$ cat src/rtl/step_ctrl_pkg.sv
// Shared types and defaults for the CPU run/step controller.
// The debounce counter counts up from 0 to DEBOUNCE_MAX-1 before the level is accepted.
package step_ctrl_pkg;

  typedef enum logic [1:0] {
    S_STOP   = 2'd0,
    S_RUN    = 2'd1,
    S_HALTED = 2'd2
  } state_t;

  localparam int DEF_SYNC_STAGES  = 2;
  localparam int DEF_DEBOUNCE_MAX = 500_000;

  function automatic int cnt_width(input int max_val);
    return (max_val < 2) ? 1 : $clog2(max_val);
  endfunction

endpackage

$ cat src/rtl/step_ctrl_if.sv
// Signal bundle between the run/step controller and the CPU/board side.
interface step_ctrl_if;
  logic        slow_clk_in;
  logic        step_btn;
  logic        run_sw;
  logic        halt_req;
  logic        cpu_en;
  logic        halted;
  logic        running;
  logic [31:0] instr_count;

  modport master (
    output slow_clk_in, step_btn, run_sw, halt_req,
    input  cpu_en, halted, running, instr_count
  );

  modport slave (
    input  slow_clk_in, step_btn, run_sw, halt_req,
    output cpu_en, halted, running, instr_count
  );
endinterface

$ cat src/rtl/step_ctrl_btn_debounce.sv
// Synchronizer plus consecutive-cycle debouncer for the single-step button.
// rise_pulse is high for one cycle when the accepted level goes 0->1.
module btn_debounce
  import step_ctrl_pkg::*;
#(
  parameter int SYNC_STAGES  = DEF_SYNC_STAGES,
  parameter int DEBOUNCE_MAX = DEF_DEBOUNCE_MAX
) (
  input  logic clk,
  input  logic reset,
  input  logic btn_in,
  output logic level_out,
  output logic rise_pulse
);

  localparam int            CW       = cnt_width(DEBOUNCE_MAX);
  localparam logic [CW-1:0] CNT_LAST = CW'(DEBOUNCE_MAX - 1);

  logic [SYNC_STAGES-1:0] sync_q;
  logic [CW-1:0]          cnt_q;
  logic                   btn_s;

  assign btn_s = sync_q[SYNC_STAGES-1];

  always_ff @(posedge clk) begin
    if (reset) begin
      sync_q     <= '0;
      cnt_q      <= '0;
      level_out  <= 1'b0;
      rise_pulse <= 1'b0;
    end else begin
      sync_q     <= {sync_q[SYNC_STAGES-2:0], btn_in};
      rise_pulse <= 1'b0;
      // Any cycle of agreement restarts the stability window.
      if (btn_s == level_out) begin
        cnt_q <= '0;
      end else if (cnt_q == CNT_LAST) begin
        cnt_q      <= '0;
        level_out  <= btn_s;
        rise_pulse <= btn_s;
      end else begin
        cnt_q <= cnt_q + 1'b1;
      end
    end
  end

endmodule

$ cat src/rtl/step_ctrl.sv
// Run/step/halt controller producing a one-cycle clock enable for a single-cycle CPU.
// Free-run advances on each slow clock rising edge, stop mode on each debounced button press.
//   state    | meaning
//   S_STOP   | idle, one instruction per step press
//   S_RUN    | free run, one instruction per slow clock tick
//   S_HALTED | CPU requested halt, only reset leaves
module step_ctrl
  import step_ctrl_pkg::*;
#(
  parameter int SYNC_STAGES  = DEF_SYNC_STAGES,
  parameter int DEBOUNCE_MAX = DEF_DEBOUNCE_MAX
) (
  input  logic        clk,
  input  logic        reset,
  step_ctrl_if.slave  bus
);

  logic [SYNC_STAGES-1:0] slow_sync_q;
  logic [SYNC_STAGES-1:0] run_sync_q;
  logic                   slow_prev_q;
  logic                   slow_s;
  logic                   run_s;
  logic                   tick;
  logic                   btn_level;
  logic                   btn_rise;
  logic                   step_evt;

  state_t                 state_q;
  state_t                 state_d;
  logic                   pulse_d;
  logic                   cpu_en_q;
  logic [31:0]            instr_count_q;

  assign slow_s   = slow_sync_q[SYNC_STAGES-1];
  assign run_s    = run_sync_q[SYNC_STAGES-1];
  assign tick     = slow_s & ~slow_prev_q;
  assign step_evt = btn_rise & btn_level;

  btn_debounce #(
    .SYNC_STAGES  (SYNC_STAGES),
    .DEBOUNCE_MAX (DEBOUNCE_MAX)
  ) u_btn_debounce (
    .clk        (clk),
    .reset      (reset),
    .btn_in     (bus.step_btn),
    .level_out  (btn_level),
    .rise_pulse (btn_rise)
  );

  always_ff @(posedge clk) begin
    if (reset) begin
      slow_sync_q <= '0;
      run_sync_q  <= '0;
      slow_prev_q <= 1'b0;
    end else begin
      slow_sync_q <= {slow_sync_q[SYNC_STAGES-2:0], bus.slow_clk_in};
      run_sync_q  <= {run_sync_q[SYNC_STAGES-2:0], bus.run_sw};
      slow_prev_q <= slow_s;
    end
  end

  always_ff @(posedge clk) begin
    if (reset) begin
      state_q <= S_STOP;
    end else begin
      state_q <= state_d;
    end
  end

  // Pulse decision uses the current state; a halt in the same cycle wins over any pulse.
  always_comb begin
    state_d = state_q;
    pulse_d = 1'b0;
    case (state_q)
      S_STOP: begin
        if (bus.halt_req) begin
          state_d = S_HALTED;
        end else begin
          pulse_d = step_evt;
          if (run_s) state_d = S_RUN;
        end
      end
      S_RUN: begin
        if (bus.halt_req) begin
          state_d = S_HALTED;
        end else begin
          pulse_d = tick;
          if (!run_s) state_d = S_STOP;
        end
      end
      S_HALTED: begin
        state_d = S_HALTED;
      end
      default: begin
        state_d = S_STOP;
      end
    endcase
  end

  always_ff @(posedge clk) begin
    if (reset) begin
      cpu_en_q      <= 1'b0;
      instr_count_q <= '0;
    end else begin
      cpu_en_q      <= pulse_d;
      instr_count_q <= instr_count_q + {31'd0, cpu_en_q};
    end
  end

  assign bus.cpu_en      = cpu_en_q;
  assign bus.instr_count = instr_count_q;
  assign bus.running     = (state_q == S_RUN);
  assign bus.halted      = (state_q == S_HALTED);

endmodule

$ cat src/flat_wrapper.sv
// flat-port wrapper written by rule: the top's interface ports become plain ports
module step_ctrl_flat import step_ctrl_pkg::*;
#(
  parameter int SYNC_STAGES  = DEF_SYNC_STAGES,
  parameter int DEBOUNCE_MAX = DEF_DEBOUNCE_MAX
)
  (clk, reset, bus_slow_clk_in, bus_step_btn, bus_run_sw, bus_halt_req, bus_cpu_en, bus_halted, bus_running, bus_instr_count);
  step_ctrl_if bus_i ();
  input  logic clk;
  input  logic reset;
  input wire logic [$bits(bus_i.slow_clk_in)-1:0] bus_slow_clk_in;
  input wire logic [$bits(bus_i.step_btn)-1:0] bus_step_btn;
  input wire logic [$bits(bus_i.run_sw)-1:0] bus_run_sw;
  input wire logic [$bits(bus_i.halt_req)-1:0] bus_halt_req;
  output wire logic [$bits(bus_i.cpu_en)-1:0] bus_cpu_en;
  output wire logic [$bits(bus_i.halted)-1:0] bus_halted;
  output wire logic [$bits(bus_i.running)-1:0] bus_running;
  output wire logic [$bits(bus_i.instr_count)-1:0] bus_instr_count;
  assign bus_i.slow_clk_in = bus_slow_clk_in;
  assign bus_i.step_btn = bus_step_btn;
  assign bus_i.run_sw = bus_run_sw;
  assign bus_i.halt_req = bus_halt_req;
  assign bus_cpu_en = bus_i.cpu_en;
  assign bus_halted = bus_i.halted;
  assign bus_running = bus_i.running;
  assign bus_instr_count = bus_i.instr_count;
  step_ctrl #(.SYNC_STAGES(SYNC_STAGES), .DEBOUNCE_MAX(DEBOUNCE_MAX)) u_core (.clk(clk), .reset(reset), .bus(bus_i));
endmodule
$ cat config.mk
export PLATFORM = sky130hd
export DESIGN_NAME = step_ctrl_flat
export DESIGN_NICKNAME = d
export VERILOG_FILES = /design/src/rtl/step_ctrl_pkg.sv /design/src/rtl/step_ctrl_if.sv /design/src/rtl/step_ctrl_btn_debounce.sv /design/src/rtl/step_ctrl.sv /design/src/flat_wrapper.sv
export SDC_FILE = /design/constraint.sdc
export NUM_CORES = 1
export LEC_CHECK = 0
export BUFFER_PORTS_ARGS = -buffer_cell sky130_fd_sc_hd__buf_2
export CORE_ASPECT_RATIO = 0.75
export CORE_UTILIZATION = 35
export CTS_BUF_LIST = sky130_fd_sc_hd__clkbuf_8
export DETAILED_ROUTE_END_ITERATION = 6
export HOLD_SLACK_MARGIN = 0.05
export SKIP_LAST_GASP = 1
export SLEW_MARGIN = 0
export SYNTH_ARGS = -nofsm -noshare
export SYNTH_HDL_FRONTEND = slang
export SYNTH_HIERARCHICAL = 1
export SYNTH_SLANG_ARGS = --single-unit
$ cat constraint.sdc
create_clock -name clk -period 2.7 [get_ports clk]
set_input_delay 0.27 -clock clk [delete_from_list [all_inputs] [get_ports clk]]
set_output_delay 0.27 -clock clk [all_outputs]
set_load 0.02 [all_outputs]
==> flow_summary.ini <==
[synth]
synth_top_area_share_pct = 44.5
syn_avg_cell_area_um2 = 8.94
yosys.area.top_type = sky130_fd_sc_hd__dfxtp_1
synthesis.instances = 317
synth_cell_area_mm2 = 0.00283
netlist_top_cells_area = sky130_fd_sc_hd__dfxtp_1 (45%), sky130_fd_sc_hd__xnor2_1 (4.6%), sky130_fd_sc_hd__nor2_1 (4.5%)
ys_seq_elements = 63
synth_seq_area_share_pct = 44.5
unique_cell_type_count_in_the_yosys_netlist = 40
syn_nets = 327
synth-warning-count = 6

[place]
routabilityCongestion = 0.758
port_buffers = 40
hpwlAfterDp_um = 4490
place_inst = 454

[setup_path]
crit_path_start_kind = flip-flop
critical_path.endpoint_type = flip-flop
regToRegSetupSlack_ps = 510
worstSetupPathType = flip-flop to flip-flop
critical-path-top-cell-by-count = sky130_fd_sc_hd__ha_1
critical-path-slowest-cell = sky130_fd_sc_hd__or4_1
required_ps = 2980
crit_family = simple AND/OR/NAND/NOR gates
crit_chain = ha_1 -> ha_1 -> and3_1 -> nand2_1 -> or4_1 -> a21oi_1
slowest_delay_ps = 610
crit_arrival_ps = 2470
critPathBufInv = 0
critical_path.max_fanout = 15

[cts]
clk_pin_slew_worst_paths_ps = 70
clk-insertion-delay-late_ps = 350
ctsRootBufferMaster = sky130_fd_sc_hd__clkbuf_8
ctsResizeCount = 0
tritoncts.num_buffers = 9
cts_hold_buffers_added = 0
cts.repair_timing.setup_buffer_count = 0
clock_sinks = 63
clock_tree.buffer_depth = 2
ctsHtreeMaxLevel = 3
tritoncts = yes

[drt]
detailedRoute.firstPassIterationCount = 6
drt-total-wl_um = 6430
drc = 0
detail_route.wl_per_cell_um = 13.7
drtIter0Drc = 114
antenna_left = 0
routed_via_density = 5.26
vias = 2471

[grt]
first_global_vias = 2120
global_route.overflow_total = 0
global_route.usage.total_pct = 16.2
grt_pass1_wl_um = 10500
grt_antenna_before_repair = 0
pin_count_of_the_biggest_net_entering_global_routing = 30

[sta]
tightest_slew_ps = 539
rsz_0062_raised_after_global_routing = no
timing_hold_violations_final = 0
f_max_mhz = 456
final.setup.tns_ps = 0
timing.max_slew.rel_slack_pct = 63.9
fin_skew_ps = 7.67
timing.final.setup_violations = 0
final.period_utilization_pct = 81.2
final_period_minus_worst_setup_slack_ps = 2190
report.final.slew_viol_count = 0

[floorplan]
floorplan.rows = 28
core_region_area_mm2 = 0.00788
floorplan.io_pins = 41
design.die.area_mm2 = 0.00846
die_span_in_y_um = 79.9
die_w_um = 106
initial_standard_cell_utilization_of_the_core_pct = 35.9

[final_layout]
finish.cell_count_without_fillers = 470
layout.core_utilization_pct = 42.3
most_common_cell_after_layout_fill_and_taps_aside = sky130_fd_sc_hd__dfxtp_1
areaGrowthSynthToFinish_pct = 17.6
final_nets = 370
most_frequent_cells_in_the_layout = sky130_fd_sc_hd__dfxtp_1 (63), sky130_fd_sc_hd__buf_2 (40), sky130_fd_sc_hd__nor2_1 (34)
final_layout_size_suffix_gt1_share_pct = 19.2
insertedDiodeCount = 0

[power]
powerDensity_mw_per_mm2 = 528
max-vdd-ir-drop_mv = 0.373
p_leak_uw = 0.00115

[job]
max_cap_viol_count = 0

[outcome]
run_status = completed

[hold_path]
timing.hold.worst.class = primary input to flip-flop
registers in the layout, summed over array words and instances, names as in the netlist, 2 cells and up:
name and cells:
u_core/u_btn_debounce/cnt_q 19, u_core/state_q 2, u_core/slow_sync_q 2, u_core/run_sync_q 2, u_core/bus.instr_count 32, u_core/u_btn_debounce/sync_q 2
stage by stage:
step	power, uW	instance area, um^2	setup WS, ps	hold WS, ps
finish	1760	3330	508	122
floorplan	980	2830	727	339
CTS	1780	3330	492	106
global route	1830	3330	294	119
detailed placement	992	3140	512	428
global placement	991	3140	620	422
power by group:
part           switching [uW]  internal [uW]
registers                3.58            936
logic                    20.3           11.0
clock network             358            428
synth_stat cells, drive strengths merged:
master	number
clkbuf	7
nor3	5
or3	9
and4	6
xnor2	15
and3	3
inv	9
or4b	3
or2	4
nor4b	3
or4	14
nand4	14
or3b	1
o21ba	1
nand2b	2
dfxtp	63
nand3	20
and2	1
o41ai	3
xor2	11
nand4bb	1
buf	4
nor2	34
ha	4
nor4	10
mux2	2
nor2b	13
nand2	15
o31ai	10
a21oi	21
o21ai	8
a31oi	1
area by class of cell:
cell class	instances	area [um^2]
tap	105	131
clock buffer	13	179
timing repair buffer	43	223
multi-input combinational	234	1490
sequential	63	1260
clock inverter	3	16.3
fill	788	4550
inverter	9	33.8
cell families after synthesis:
family	after synthesis	synth area share, %
AOI/OAI and AO/OA	44	9.67
xor gates and xnor gates	26	8.04
adders and majority gates	4	1.77
buffers and inverters	20	3.00
DFF	63	44.5
muxes	2	0.795
and+or+nand+nor	158	32.2
worst register-to-register path, cell delays in order, from the launching register on:
cell and delay (ps):
sky130_fd_sc_hd__dfxtp_1 350, sky130_fd_sc_hd__ha_1 200, sky130_fd_sc_hd__ha_1 230, sky130_fd_sc_hd__and3_1 250, sky130_fd_sc_hd__nand2_1 330, sky130_fd_sc_hd__or4_1 610, sky130_fd_sc_hd__a21oi_1 150
worst paths after layout:
check	from	end	cells past startpoint
max	u_core/bus.instr_count[0]	u_core/bus.instr_count[20]	6
min	bus_halt_req	u_core/state_q[0]	2
max reg2reg	u_core/bus.instr_count[0]	u_core/bus.instr_count[20]	6
min reg2reg	u_core/slow_sync_q[0]	u_core/slow_sync_q[1]	1
layer usage:
layer / vias up / track usage (%) / wire length [um]
met2: 48 / 22.1 / 2660
met4: 0 / 5.56 / 102
met1: 1165 / 22.5 / 3440
li1: 1247 / - / -
met5: - / 0 / 0
met3: 11 / 6.61 / 228
Power figures use the tool's default switching activity.
